File: src/rtl/shift_arbiter_pkg.sv
// Shared widths and FSM state encoding for the shift arbiter and its rotate unit.
package shift_arbiter_pkg;

  localparam int DATA_W  = 8;
  localparam int SHAMT_W = 3;

  typedef enum logic {
    IDLE = 1'b0,
    HOLD = 1'b1
  } state_e;

endpackage

File: src/rtl/shift_arbiter_barrel_shifter.sv
// Combinational rotate-left unit: three log stages rotating by 1, 2 and 4.
module barrel_shifter
  import shift_arbiter_pkg::*;
(
  input  logic [DATA_W-1:0]  data_i,
  input  logic [SHAMT_W-1:0] shamt_i,
  output logic [DATA_W-1:0]  data_o
);

  logic [DATA_W-1:0] rot1, rot2, rot4;

  assign rot1   = shamt_i[0] ? {data_i[DATA_W-2:0], data_i[DATA_W-1]}            : data_i;
  assign rot2   = shamt_i[1] ? {rot1[DATA_W-3:0],   rot1[DATA_W-1:DATA_W-2]}     : rot1;
  assign rot4   = shamt_i[2] ? {rot2[DATA_W-5:0],   rot2[DATA_W-1:DATA_W-4]}     : rot2;
  assign data_o = rot4;

endmodule

File: src/rtl/shift_arbiter.sv
// Two-requester round-robin arbiter feeding one shared rotator into a single output register.
// Optional per-requester saturating grant counters are built when SHIFT_ARB_STATS_EN is defined.
module shift_arbiter
  import shift_arbiter_pkg::*;
#(
  parameter int CNT_W = 8
) (
  input  logic               clk,
  input  logic               rst,
  input  logic               req0_valid,
  output logic               req0_ready,
  input  logic [DATA_W-1:0]  req0_data,
  input  logic [SHAMT_W-1:0] req0_shamt,
  input  logic               req1_valid,
  output logic               req1_ready,
  input  logic [DATA_W-1:0]  req1_data,
  input  logic [SHAMT_W-1:0] req1_shamt,
  output logic               out_valid,
  input  logic               out_ready,
  output logic [DATA_W-1:0]  out_data,
  output logic               out_id
`ifdef SHIFT_ARB_STATS_EN
  ,
  output logic [CNT_W-1:0]   gnt_cnt0,
  output logic [CNT_W-1:0]   gnt_cnt1
`endif
);

  state_e             state_q, state_d;
  logic               last_q, last_d;
  logic [DATA_W-1:0]  out_data_q, out_data_d;
  logic               out_id_q, out_id_d;

  logic               can_accept;
  logic               gnt0, gnt1, gnt_any;
  logic [DATA_W-1:0]  sh_data, sh_res;
  logic [SHAMT_W-1:0] sh_amt;

  // last_q = 1 means requester 1 won most recently, so requester 0 wins the next tie.
  always_comb begin
    can_accept = (state_q == IDLE) || out_ready;
    gnt0       = 1'b0;
    gnt1       = 1'b0;
    if (!rst && can_accept) begin
      if (req0_valid && (!req1_valid || last_q)) begin
        gnt0 = 1'b1;
      end else if (req1_valid) begin
        gnt1 = 1'b1;
      end
    end
  end

  assign gnt_any = gnt0 | gnt1;
  assign sh_data = gnt1 ? req1_data  : req0_data;
  assign sh_amt  = gnt1 ? req1_shamt : req0_shamt;

  barrel_shifter u_rot (
    .data_i  (sh_data),
    .shamt_i (sh_amt),
    .data_o  (sh_res)
  );

  always_ff @(posedge clk) begin
    if (rst) begin
      state_q <= IDLE;
    end else begin
      state_q <= state_d;
    end
  end

  always_comb begin
    state_d = state_q;
    unique case (state_q)
      IDLE: if (gnt_any) state_d = HOLD;
      HOLD: if (out_ready && !gnt_any) state_d = IDLE;
      default: state_d = IDLE;
    endcase
  end

  always_comb begin
    out_valid  = (state_q == HOLD);
    req0_ready = gnt0;
    req1_ready = gnt1;
  end

  // Output register only loads on a grant, which keeps it stable while stalled.
  always_comb begin
    out_data_d = out_data_q;
    out_id_d   = out_id_q;
    last_d     = last_q;
    if (gnt_any) begin
      out_data_d = sh_res;
      out_id_d   = gnt1;
      last_d     = gnt1;
    end
  end

  always_ff @(posedge clk) begin
    if (rst) begin
      out_data_q <= '0;
      out_id_q   <= 1'b0;
      last_q     <= 1'b1;
    end else begin
      out_data_q <= out_data_d;
      out_id_q   <= out_id_d;
      last_q     <= last_d;
    end
  end

  assign out_data = out_data_q;
  assign out_id   = out_id_q;

`ifdef SHIFT_ARB_STATS_EN
  logic [CNT_W-1:0] cnt0_q, cnt0_d, cnt1_q, cnt1_d;

  function automatic logic [CNT_W-1:0] sat_inc(input logic [CNT_W-1:0] v);
    return (&v) ? v : v + {{(CNT_W-1){1'b0}}, 1'b1};
  endfunction

  always_comb begin
    cnt0_d = gnt0 ? sat_inc(cnt0_q) : cnt0_q;
    cnt1_d = gnt1 ? sat_inc(cnt1_q) : cnt1_q;
  end

  always_ff @(posedge clk) begin
    if (rst) begin
      cnt0_q <= '0;
      cnt1_q <= '0;
    end else begin
      cnt0_q <= cnt0_d;
      cnt1_q <= cnt1_d;
    end
  end

  assign gnt_cnt0 = cnt0_q;
  assign gnt_cnt1 = cnt1_q;
`else
  logic unused_cnt_w;
  assign unused_cnt_w = (CNT_W > 0);
`endif

endmodule

File: config.mk
export PLATFORM = sky130hd
export DESIGN_NAME = shift_arbiter
export DESIGN_NICKNAME = d
export VERILOG_FILES = /design/src/rtl/shift_arbiter_pkg.sv /design/src/rtl/shift_arbiter_barrel_shifter.sv /design/src/rtl/shift_arbiter.sv
export SDC_FILE = /design/constraint.sdc
export NUM_CORES = 1
export LEC_CHECK = 0
export CORE_ASPECT_RATIO = 1.25
export CORE_MARGIN = 4
export CORE_UTILIZATION = 25
export DETAILED_ROUTE_END_ITERATION = 12
export GPL_TIMING_DRIVEN = 1
export PLACE_DENSITY = 0.63
export SLEW_MARGIN = 40
export SYNTH_ARGS = -nofsm -noshare
export SYNTH_HDL_FRONTEND = slang
export SYNTH_SLANG_ARGS = --single-unit
File: constraint.sdc
create_clock -name clk -period 4 [get_ports clk]
set_input_delay 1 -clock clk [delete_from_list [all_inputs] [get_ports clk]]
set_output_delay 1 -clock clk [all_outputs]
set_load 0.02 [all_outputs]
==> results of run 1 <==
==> per-stage QoR <==
stage                     util (%)  std cells  cell area, µm²
after CTS                     39.2        169            1390
final                         39.2        169            1390
after global placement        38.0        165            1350
after floorplan                  -         93             931
after detailed placement      38.0        165            1350
after global routing          39.2        169            1390
==> layer usage <==
| layer | up-vias | routed length [µm] | GRT usage (%) |
|---|---|---|---|
| met2 | 33 | 1270 | 19.4 |
| met4 | 0 | 8 | 2.65 |
| met5 | - | 0 | 0 |
| met3 | 2 | 217 | 4.13 |
| met1 | 388 | 1030 | 11.4 |
| li1 | 431 | - | - |
==> how the worst min path moves through the flow <==
stage,startpoint,endpoint,slack [ns],cells after the start
finish,out_data[4],out_data[4],0.47,2
global route,out_data[4],out_data[4],0.50,2
CTS,out_data[1],out_data[1],0.47,2
detailed placement,out_data[1],out_data[1],0.45,2
global placement,out_data[3],out_data[3],0.44,2
floorplan,last_q,last_q,0.47,2
==> power breakdown <==
group	total [mW]	switching, mW	internal, mW
Sequential	0.129	0.00695	0.123
Combinational	0.154	0.0709	0.0830
Clock	0.107	0.0375	0.0696
==> layout by cell type, fill, tap and decap left out <==
cell type,n
a21bo_1,1
a21o_4,1
a21oi_1,3
and3_1,1
buf_4,1
clkbuf_1,1
clkbuf_8,3
clkdlybuf4s50_1,38
dfxtp_1,11
mux2_2,16
mux2i_1,24
nand2_1,8
nand2b_1,1
nand4_2,1
nor2_1,4
nor2b_1,1
nor3_1,1
nor3_2,1
o221ai_1,4
o221ai_2,4
o31ai_1,1
or2_2,1
or2b_1,1
or3_1,1
or4b_4,1
==> critical path: cells and delay by family <==
kind | cells | cell delay, ns
buf+inv | 2 | 1.16
simple gates | 2 | 0.43
==> layout make-up <==
class                           instances  area [µm²]
Tap cell                               39        48.8
Clock buffer                            4        45.0
Sequential cell                        11         220
Fill cell                             381        2150
Multi-Input combinational cell         76         688
Timing Repair Buffer                   39         388
==> state kept, by name (all words and copies together) (netlist names) <==
| register | cells |
|---|---|
| out_data | 8 |
| out_id | 1 |
| out_valid | 1 |
| last_q | 1 |
==> kinds of logic after synthesis <==
group | count (synthesis) | share of synthesized area, %
simple gates | 22 | 12.9
buf+inv | 6 | 2.96
flops | 11 | 23.7
compound gates | 14 | 15.3
mux | 40 | 45.2
==> impl_metrics.toml, run 1 <==
[status]
status = "completed"

[sta]
fin_hold_ws_ns = 0.466
finalCritPeriodShare_pct = 89.7
fin_setup_tns_ns = 0
rsz0062_at_grt = "no"
timing.fmax_ghz = 0.279
fin_skew_ns = 0.00112
worst_pin_slew_ns = 0.583
slew_viol_final = 0
final_hold_viol_count = 0
setup_ws_ns = 0.413
slew_headroom_pct = 61.2
period_needed_ns = 3.59
setup_viol = 0

[grt]
grt_pass1_vias = 952
track_usage_pct = 10.7
grt_remaining_overflow = 0
grt_max_degree = 11
antenna_found_initial = 0
grt_pass1_wl_um = 4280

[cells_and_area]
drive_gt1_share_pct = 22.3
area_growth_syn_to_layout_pct = 49.3
fin_nets = 158
diodes = 0

[setup_path]
path_cells = "clkdlybuf4s50_1, nor2_1, and3_1, clkdlybuf4s50_1"
r2r_end = "out_data[2]"
crit_required_ns = 3.00
end_kind = "primary output"
regToRegSetupSlack_ns = 2.36
cp_slowest_cell = "clkdlybuf4s50_1"
r2r-start = "out_valid"
crit_start = "rst"
startpoint_type = "primary input"
reg2reg_depth = 4
crit_fanout = 9
path_common_cell = "clkdlybuf4s50_1"
cp.arrival_ns = 2.59
slowest_delay_ns = 0.61
path_class = "in2out"
cp-endpoint = "req0_ready"

[cts]
cts_buffers = 3
root_buffer = "clkbuf_8"
post_cts_buffers = 0
clockBufferDepth = 2
clk_latency_ns = 0.23
htree_levels = 1
hold_buffers = 0
cts_tree = "done"
clk_pin_slew_ns = 0.05
cts_sinks = 11
ctsResizeCount = 0

[place]
dp.final_hpwl_um = 2160
pre_cts_slack_ns = 0.435
gp_congestion = 0.704
portBuffers = 38

[synth]
synthTopCellsByCount = "24 x mux2i_1, 16 x mux2_2, 11 x dfxtp_1"
async_reset_ff_share_pct = 0
avgSynthCellArea_um2 = 10.0
yosysSeqAreaShare_pct = 23.7
syn-num-nets = 120
post_synth_num_cell_types = 24
yosysWarnings = 0
yosys.area.top_type = "mux2i_1"
synth-edff-count = 0
ys_seq_elements = 11
synth_most_common_cell = "mux2i_1"
synthTopCellsByArea = "mux2i_1 26%, dfxtp_1 24%, mux2_2 19%, o221ai_2 6.5%, o221ai_1 3.8%"
synth_area_um2 = 931
synth_top_area_share_pct = 25.8
ys.flop_type = "dfxtp_1"
synthCells = 93

[drt]
ant_nets = 0
vias = 854
drc_errors = 0
dr.pass1.iters = 4
drt_iter0_drc = 25
wire_per_inst_um = 14.9
drt_wl_total_um = 2520
viasPerCell = 5.05

[die]
pin_count = 39
core_area_um2 = 3540
fp.dieW_um = 62.6
die_h_um = 76.2
dieArea_um2 = 4770
start_util_pct = 26.3
rows = 24

[pwr]
total_power_mw = 0.390
leakagePower_nw = 0.522
power_density_nw_per_um2 = 281
vdd_ir_drop_max_mv = 0.164

[flow_run]
cap_violations = 0

[hold_path]
hold_class = "reg2reg"
Power figures use the tool's default switching activity.
==> run 2: changes to the inputs <==
--- a/config.mk
+++ b/config.mk
@@ -5,6 +5,7 @@
 export SDC_FILE = /design/constraint.sdc
 export NUM_CORES = 1
 export LEC_CHECK = 0
+export CAP_MARGIN = 10
 export CORE_ASPECT_RATIO = 1.25
 export CORE_MARGIN = 4
 export CORE_UTILIZATION = 25
==> results of run 2 <==
Final layout, timing and power as in run 1 (identical DEF).
